===== config.mk =====
export PLATFORM = sky130hd
export DESIGN_NAME = mem_port_arbiter
export DESIGN_NICKNAME = d
export VERILOG_FILES = /design/src/rtl/mem_arb_pkg.sv /design/src/rtl/mem_port_arbiter.sv
export SDC_FILE = /design/constraint.sdc
export NUM_CORES = 1
export LEC_CHECK = 0
export BUFFER_PORTS_ARGS = -buffer_cell sky130_fd_sc_hd__buf_2
export CORE_ASPECT_RATIO = 0.5
export CORE_MARGIN = 1
export CORE_UTILIZATION = 35
export CTS_CLUSTER_SIZE = 24
export DETAILED_ROUTE_END_ITERATION = 6
export PLACE_DENSITY = 0.76
export REMOVE_ABC_BUFFERS = 1
export SLEW_MARGIN = 20
export SYNTH_ARGS = -nofsm -noshare
export SYNTH_HDL_FRONTEND = slang
export SYNTH_SLANG_ARGS = --single-unit

===== constraint.sdc =====
create_clock -name clk -period 3.2 [get_ports clk]
set_input_delay 0.48 -clock clk [delete_from_list [all_inputs] [get_ports clk]]
set_output_delay 0.48 -clock clk [all_outputs]
set_load 0.05 [all_outputs]

===== src/rtl/mem_arb_pkg.sv =====
// Shared types and constants for the two-port memory arbiter.
package mem_arb_pkg;

   localparam int unsigned ADDR_W = 32;
   localparam int unsigned DATA_W = 32;
   localparam int unsigned BE_W   = DATA_W / 8;

   typedef enum logic [1:0] {
      IDLE    = 2'd0,
      REQ     = 2'd1,
      RESP    = 2'd2,
      DELIVER = 2'd3
   } state_t;

   typedef struct packed {
      logic [ADDR_W-1:0] addr;
      logic              we;
      logic [DATA_W-1:0] wdata;
      logic [BE_W-1:0]   be;
   } mem_req_t;

   localparam logic PORT_IF  = 1'b0;
   localparam logic PORT_MEM = 1'b1;

endpackage


===== src/rtl/mem_port_arbiter.sv =====
// Arbitrates instruction fetch (port 0) and load/store (port 1) onto one
// single-outstanding memory port, with a starvation guard and fetch-flush drop.
module mem_port_arbiter #(
   parameter int unsigned ADDR_W     = 32,
   parameter int unsigned DATA_W     = 32,
   parameter int unsigned STARVE_MAX = 4
) (
   input  logic                       clk,
   input  logic                       async_rst,
   input  logic                       flush_if,
   input  logic [1:0]                 req_valid,
   output logic [1:0]                 req_ready,
   input  logic [1:0][ADDR_W-1:0]     req_addr,
   input  logic [1:0]                 req_we,
   input  logic [1:0][DATA_W-1:0]     req_wdata,
   input  logic [1:0][DATA_W/8-1:0]   req_be,
   output logic [1:0]                 resp_valid,
   input  logic [1:0]                 resp_ready,
   output logic [DATA_W-1:0]          resp_rdata,
   output logic                       mem_req_valid,
   input  logic                       mem_req_ready,
   output logic [ADDR_W-1:0]          mem_addr,
   output logic                       mem_we,
   output logic [DATA_W-1:0]          mem_wdata,
   output logic [DATA_W/8-1:0]        mem_be,
   input  logic                       mem_resp_valid,
   input  logic [DATA_W-1:0]          mem_resp_rdata
);
   import mem_arb_pkg::*;

   localparam int unsigned CNT_W = $clog2(STARVE_MAX + 1);
   localparam logic [CNT_W-1:0] CNT_MAX = CNT_W'(STARVE_MAX);

   state_t              r_state;
   state_t              w_state_nxt;
   mem_req_t            r_req;
   mem_req_t            w_req_nxt;
   logic                r_owner;
   logic                w_owner_nxt;
   logic                r_drop;
   logic                w_drop_nxt;
   logic [CNT_W-1:0]    r_starve_cnt;
   logic [CNT_W-1:0]    w_starve_nxt;
   logic [DATA_W-1:0]   r_rdata;
   logic [DATA_W-1:0]   w_rdata_nxt;
   logic                r_mem_req_valid;
   logic [1:0]          r_resp_valid;

   logic                w_win0;
   logic                w_grant0;
   logic                w_grant1;
   logic                w_flush_own;
   logic                w_drop_eff;

   // Priority picker: port 1 by default, port 0 when alone or starved.
   always_comb begin
      w_win0   = req_valid[0] & ((r_starve_cnt == CNT_MAX) | ~req_valid[1]);
      w_grant0 = (r_state == IDLE) & ~async_rst & w_win0 & ~flush_if;
      w_grant1 = (r_state == IDLE) & ~async_rst & req_valid[1] & ~w_win0;
   end

   assign req_ready   = {w_grant1, w_grant0};
   assign w_flush_own = flush_if & (r_owner == PORT_IF);
   assign w_drop_eff  = r_drop | w_flush_own;

   // Next-state and next-register logic.
   always_comb begin
      w_state_nxt  = r_state;
      w_req_nxt    = r_req;
      w_owner_nxt  = r_owner;
      w_drop_nxt   = r_drop;
      w_starve_nxt = r_starve_cnt;
      w_rdata_nxt  = r_rdata;

      case (r_state)
         IDLE: begin
            if (w_grant0 | w_grant1) begin
               w_req_nxt.addr  = req_addr[w_grant1];
               w_req_nxt.we    = req_we[w_grant1];
               w_req_nxt.wdata = req_wdata[w_grant1];
               w_req_nxt.be    = req_be[w_grant1];
               w_owner_nxt     = w_grant1 ? PORT_MEM : PORT_IF;
               w_drop_nxt      = 1'b0;
               w_state_nxt     = REQ;
            end
            if (w_grant0) begin
               w_starve_nxt = '0;
            end else if (w_grant1 && req_valid[0] && (r_starve_cnt != CNT_MAX)) begin
               w_starve_nxt = r_starve_cnt + CNT_W'(1);
            end
         end
         REQ: begin
            if (w_flush_own) begin
               w_drop_nxt = 1'b1;
            end
            if (mem_req_ready) begin
               w_state_nxt = RESP;
            end
         end
         RESP: begin
            w_drop_nxt = w_drop_eff;
            if (mem_resp_valid) begin
               w_rdata_nxt = mem_resp_rdata;
               if (w_drop_eff) begin
                  w_drop_nxt  = 1'b0;
                  w_state_nxt = IDLE;
               end else begin
                  w_state_nxt = DELIVER;
               end
            end
         end
         DELIVER: begin
            if (resp_ready[r_owner] || w_flush_own) begin
               w_state_nxt = IDLE;
            end
         end
         default: w_state_nxt = IDLE;
      endcase
   end

   // Outputs are registered from next-state so they line up with the state.
   always_ff @(posedge clk or posedge async_rst) begin
      if (async_rst) begin
         r_state         <= IDLE;
         r_req           <= '0;
         r_owner         <= PORT_IF;
         r_drop          <= 1'b0;
         r_starve_cnt    <= '0;
         r_rdata         <= '0;
         r_mem_req_valid <= 1'b0;
         r_resp_valid    <= 2'b00;
      end else begin
         r_state         <= w_state_nxt;
         r_req           <= w_req_nxt;
         r_owner         <= w_owner_nxt;
         r_drop          <= w_drop_nxt;
         r_starve_cnt    <= w_starve_nxt;
         r_rdata         <= w_rdata_nxt;
         r_mem_req_valid <= (w_state_nxt == REQ);
         r_resp_valid    <= (w_state_nxt == DELIVER) ? {w_owner_nxt, ~w_owner_nxt} : 2'b00;
      end
   end

   assign mem_req_valid = r_mem_req_valid;
   assign mem_addr      = r_req.addr;
   assign mem_we        = r_req.we;
   assign mem_wdata     = r_req.wdata;
   assign mem_be        = r_req.be;
   assign resp_valid    = r_resp_valid;
   assign resp_rdata    = r_rdata;

endmodule


==> flow_summary.json <==
{
  "antenna_found_initial": 0,
  "final_cell_mix": "284 x buf_2, 146 x nand2_1, 111 x dfrtp_1",
  "r2r-end": "mem_wdata[31]",
  "drt_iter0_drc": 237,
  "avgRoutedWirePerCell_um": 13.99,
  "die_area_mm2": 0.01483,
  "h-tree-depth": 3,
  "cts_buffer_depth": 2,
  "worstSetupPathDepth": 6,
  "drive_above_1_share": 0.4394,
  "path_clk_slew_ps": 80,
  "slew_viol_final": 0,
  "yosys_warnings": 0,
  "r2r-start": "r_state[0]",
  "timing.final.crit_period_ps": 2681,
  "fin_skew_ps": 7.515,
  "use_met1": 0.2093,
  "num_antenna_cells": 0,
  "maxCapViolCount": 0,
  "io_buffers": 284,
  "cts_buffers": 9,
  "synth-edff-count": 0,
  "busiest_layer": "met2",
  "synth.area.top_cells": "dfrtp_1 55%, nand2_1 11%, a31oi_1 8.6%",
  "report.final.setup_viol": 0,
  "p_leak_nw": 3.459,
  "layout_commonest_cell": "buf_2",
  "yosysUniqueCellTypes": 39,
  "ios": 285,
  "ant_nets": 0,
  "vias": 4675,
  "cts-hold-fix-buffers": 0,
  "grt_pass1_wl_um": 20520,
  "post_cts_buffers": 0,
  "rows": 30,
  "yosys.area.top_type_share": 0.5542,
  "cp_max_fo": 28,
  "firstDrtPassIters": 6,
  "dp_cells": 968,
  "coreArea_mm2": 0.01378,
  "cp-start-kind": "flip-flop",
  "instances_no_fill": 984,
  "met3_usage": 0.03653,
  "cts_tree": "built",
  "worstSetupPathType": "flip-flop to output port",
  "setup_ws_ps": 519.5,
  "avgSynthCellArea_um2": 9.639,
  "ys.flop_type": "dfrtp_1",
  "ctsResizeCount": 0,
  "cpMaxStageDelayCell": "dfrtp_1",
  "grtUsageMet2": 0.3137,
  "yosysTopAreaCell": "dfrtp_1",
  "hold_violations": 0,
  "totalWireLength_um": 13770,
  "tightest_slew_ps": 910.9,
  "powerDensity_mw_per_mm2": 1179,
  "reg2reg_slack_ps": 830,
  "syn_area_mm2": 0.005012,
  "fp.dieH_um": 86.62,
  "rsz0062_at_grt": "false",
  "ir_drop_mv": 0.4092,
  "drc": 0,
  "nets": 973,
  "insertion_delay_ps": 350,
  "slew_headroom": 0.3927,
  "tns_ps": 0,
  "initial_core_util": 0.3639,
  "critical-path-top-delay-family": "buffers and inverters",
  "area_growth_syn_to_layout_pct": 37.14,
  "post-place-ws_ps": 831.3,
  "crit_buf_inv": 3,
  "dp_hpwl_um": 10130,
  "async_flop_share": 1.000,
  "required_ps": 2720,
  "via_per_inst": 4.751,
  "slowest_delay_ps": 440,
  "ys_ff_latch": 111,
  "cts_root_buffer": "clkbuf_16",
  "min_path_type": "input port to asynchronous set/reset pin",
  "grt_max_degree": 84,
  "overflow": 0,
  "cts.sinks": 111,
  "end_kind": "output port",
  "place_congestion": 0.8321,
  "num-fill-cells": 1291,
  "period_share": 0.8377,
  "synth-seq-area-share": 0.5542,
  "max_clock_freq_mhz": 373.1,
  "grt_pass1_vias": 4232,
  "dieWidth_um": 171.2,
  "status": "completed",
  "crit_chain": "inv_1 -> ha_1 -> and3b_1 -> nand2b_2 -> clkinv_2 -> buf_2",
  "cp_data_arrival_time_ps": 2200,
  "reg2regPathDepth": 8,
  "track_usage": 0.1752,
  "syn_inst": 520
}
==> cell usage after synthesis, types with 2 or more instances <==
master,count
dfrtp_1,111
nand2b_1,4
o21ai_0,2
ha_1,7
clkbuf_1,3
buf_4,7
o21ai_1,2
nand2_1,146
buf_2,25
a31oi_1,69
mux2_2,32
inv_1,8
nor2_1,73
mux2i_1,2
nand3b_1,3
a21oi_1,3
==> flip-flops by register name, summed over array words and instances (netlist names) <==
| register | flops |
|---|---|
| mem_addr | 32 |
| mem_be | 4 |
| mem_req_valid | 1 |
| mem_wdata | 32 |
| mem_we | 1 |
| r_drop | 1 |
| r_owner | 1 |
| r_starve_cnt | 3 |
| r_state | 2 |
| resp_rdata | 32 |
| resp_valid | 2 |
==> final cells by class <==
class	instances	area (µm²)	share of cell area
sequential	111	2778	0.4041
clock inverter	7	73.82	0.01074
multi-input combinational	365	2021	0.2940
tap	192	240.2	0.03495
inverter	9	37.54	0.005461
clock buffer	9	225.2	0.03276
timing repair buffer	291	1499	0.2181
==> through the flow <==
step | power, W | utilization | hold WS [ps] | cell area (µm²)
after global placement | 0.006932 | 0.4773 | 485.3 | 6575
final | 0.008104 | 0.4990 | 336.0 | 6874
after global routing | 0.008536 | 0.4990 | 348.4 | 6874
after detailed placement | 0.007034 | 0.4773 | 486.9 | 6575
after floorplan | 0.005877 | - | 473.2 | 4823
after CTS | 0.008168 | 0.4990 | 348.3 | 6874
==> metal layers <==
metal / up-vias / share of wire
li1: 2291 / -
met1: 2199 / 0.42
met2: 160 / 0.52
met3: 25 / 0.044
met4: 0 / 0.019
met5: - / 0
==> kinds of logic (layout without fill, tap and decap cells) <==
family | after synthesis | count (layout) | share of synthesized area
simple gates | 237 | 237 | 0.1922
buf+inv | 44 | 316 | 0.04468
mux | 34 | 34 | 0.07589
fa+ha+maj | 7 | 7 | 0.01747
xor+xnor | 1 | 1 | 0.001748
compound gates | 86 | 86 | 0.1138
flops | 111 | 111 | 0.5542
==> power breakdown <==
part / switching, W / total, W / leakage, nW / internal [W]
Sequential: 0.000342 / 0.00242 / 1.28 / 0.00207
Clock: 0.000566 / 0.00112 / 0.148 / 0.000557
Combinational: 0.00342 / 0.00456 / 2.03 / 0.00114
Total: 0.00433 / 0.00810 / 3.46 / 0.00377
==> worst reg2reg max path, cell delays in order (launching register included) <==
cell,delay [ps]
dfrtp_1,440
inv_1,140
ha_1,290
and3b_1,250
nand2b_2,80
clkinv_2,290
buf_4,490
nand2_1,120
a31oi_1,200
==> worst max path at each step <==
stage               startpoint            end  slack [ps]
floorplan           r_state[0]  resp_valid[1]       -1290
global placement    r_state[0]   req_ready[1]         940
detailed placement  r_state[0]   mem_wdata[7]         830
CTS                 r_state[0]   req_ready[1]         510
global route        r_state[0]   req_ready[1]         380
finish              r_state[0]   req_ready[1]         520
No activity file was read; power rests on OpenSTA's default activity.
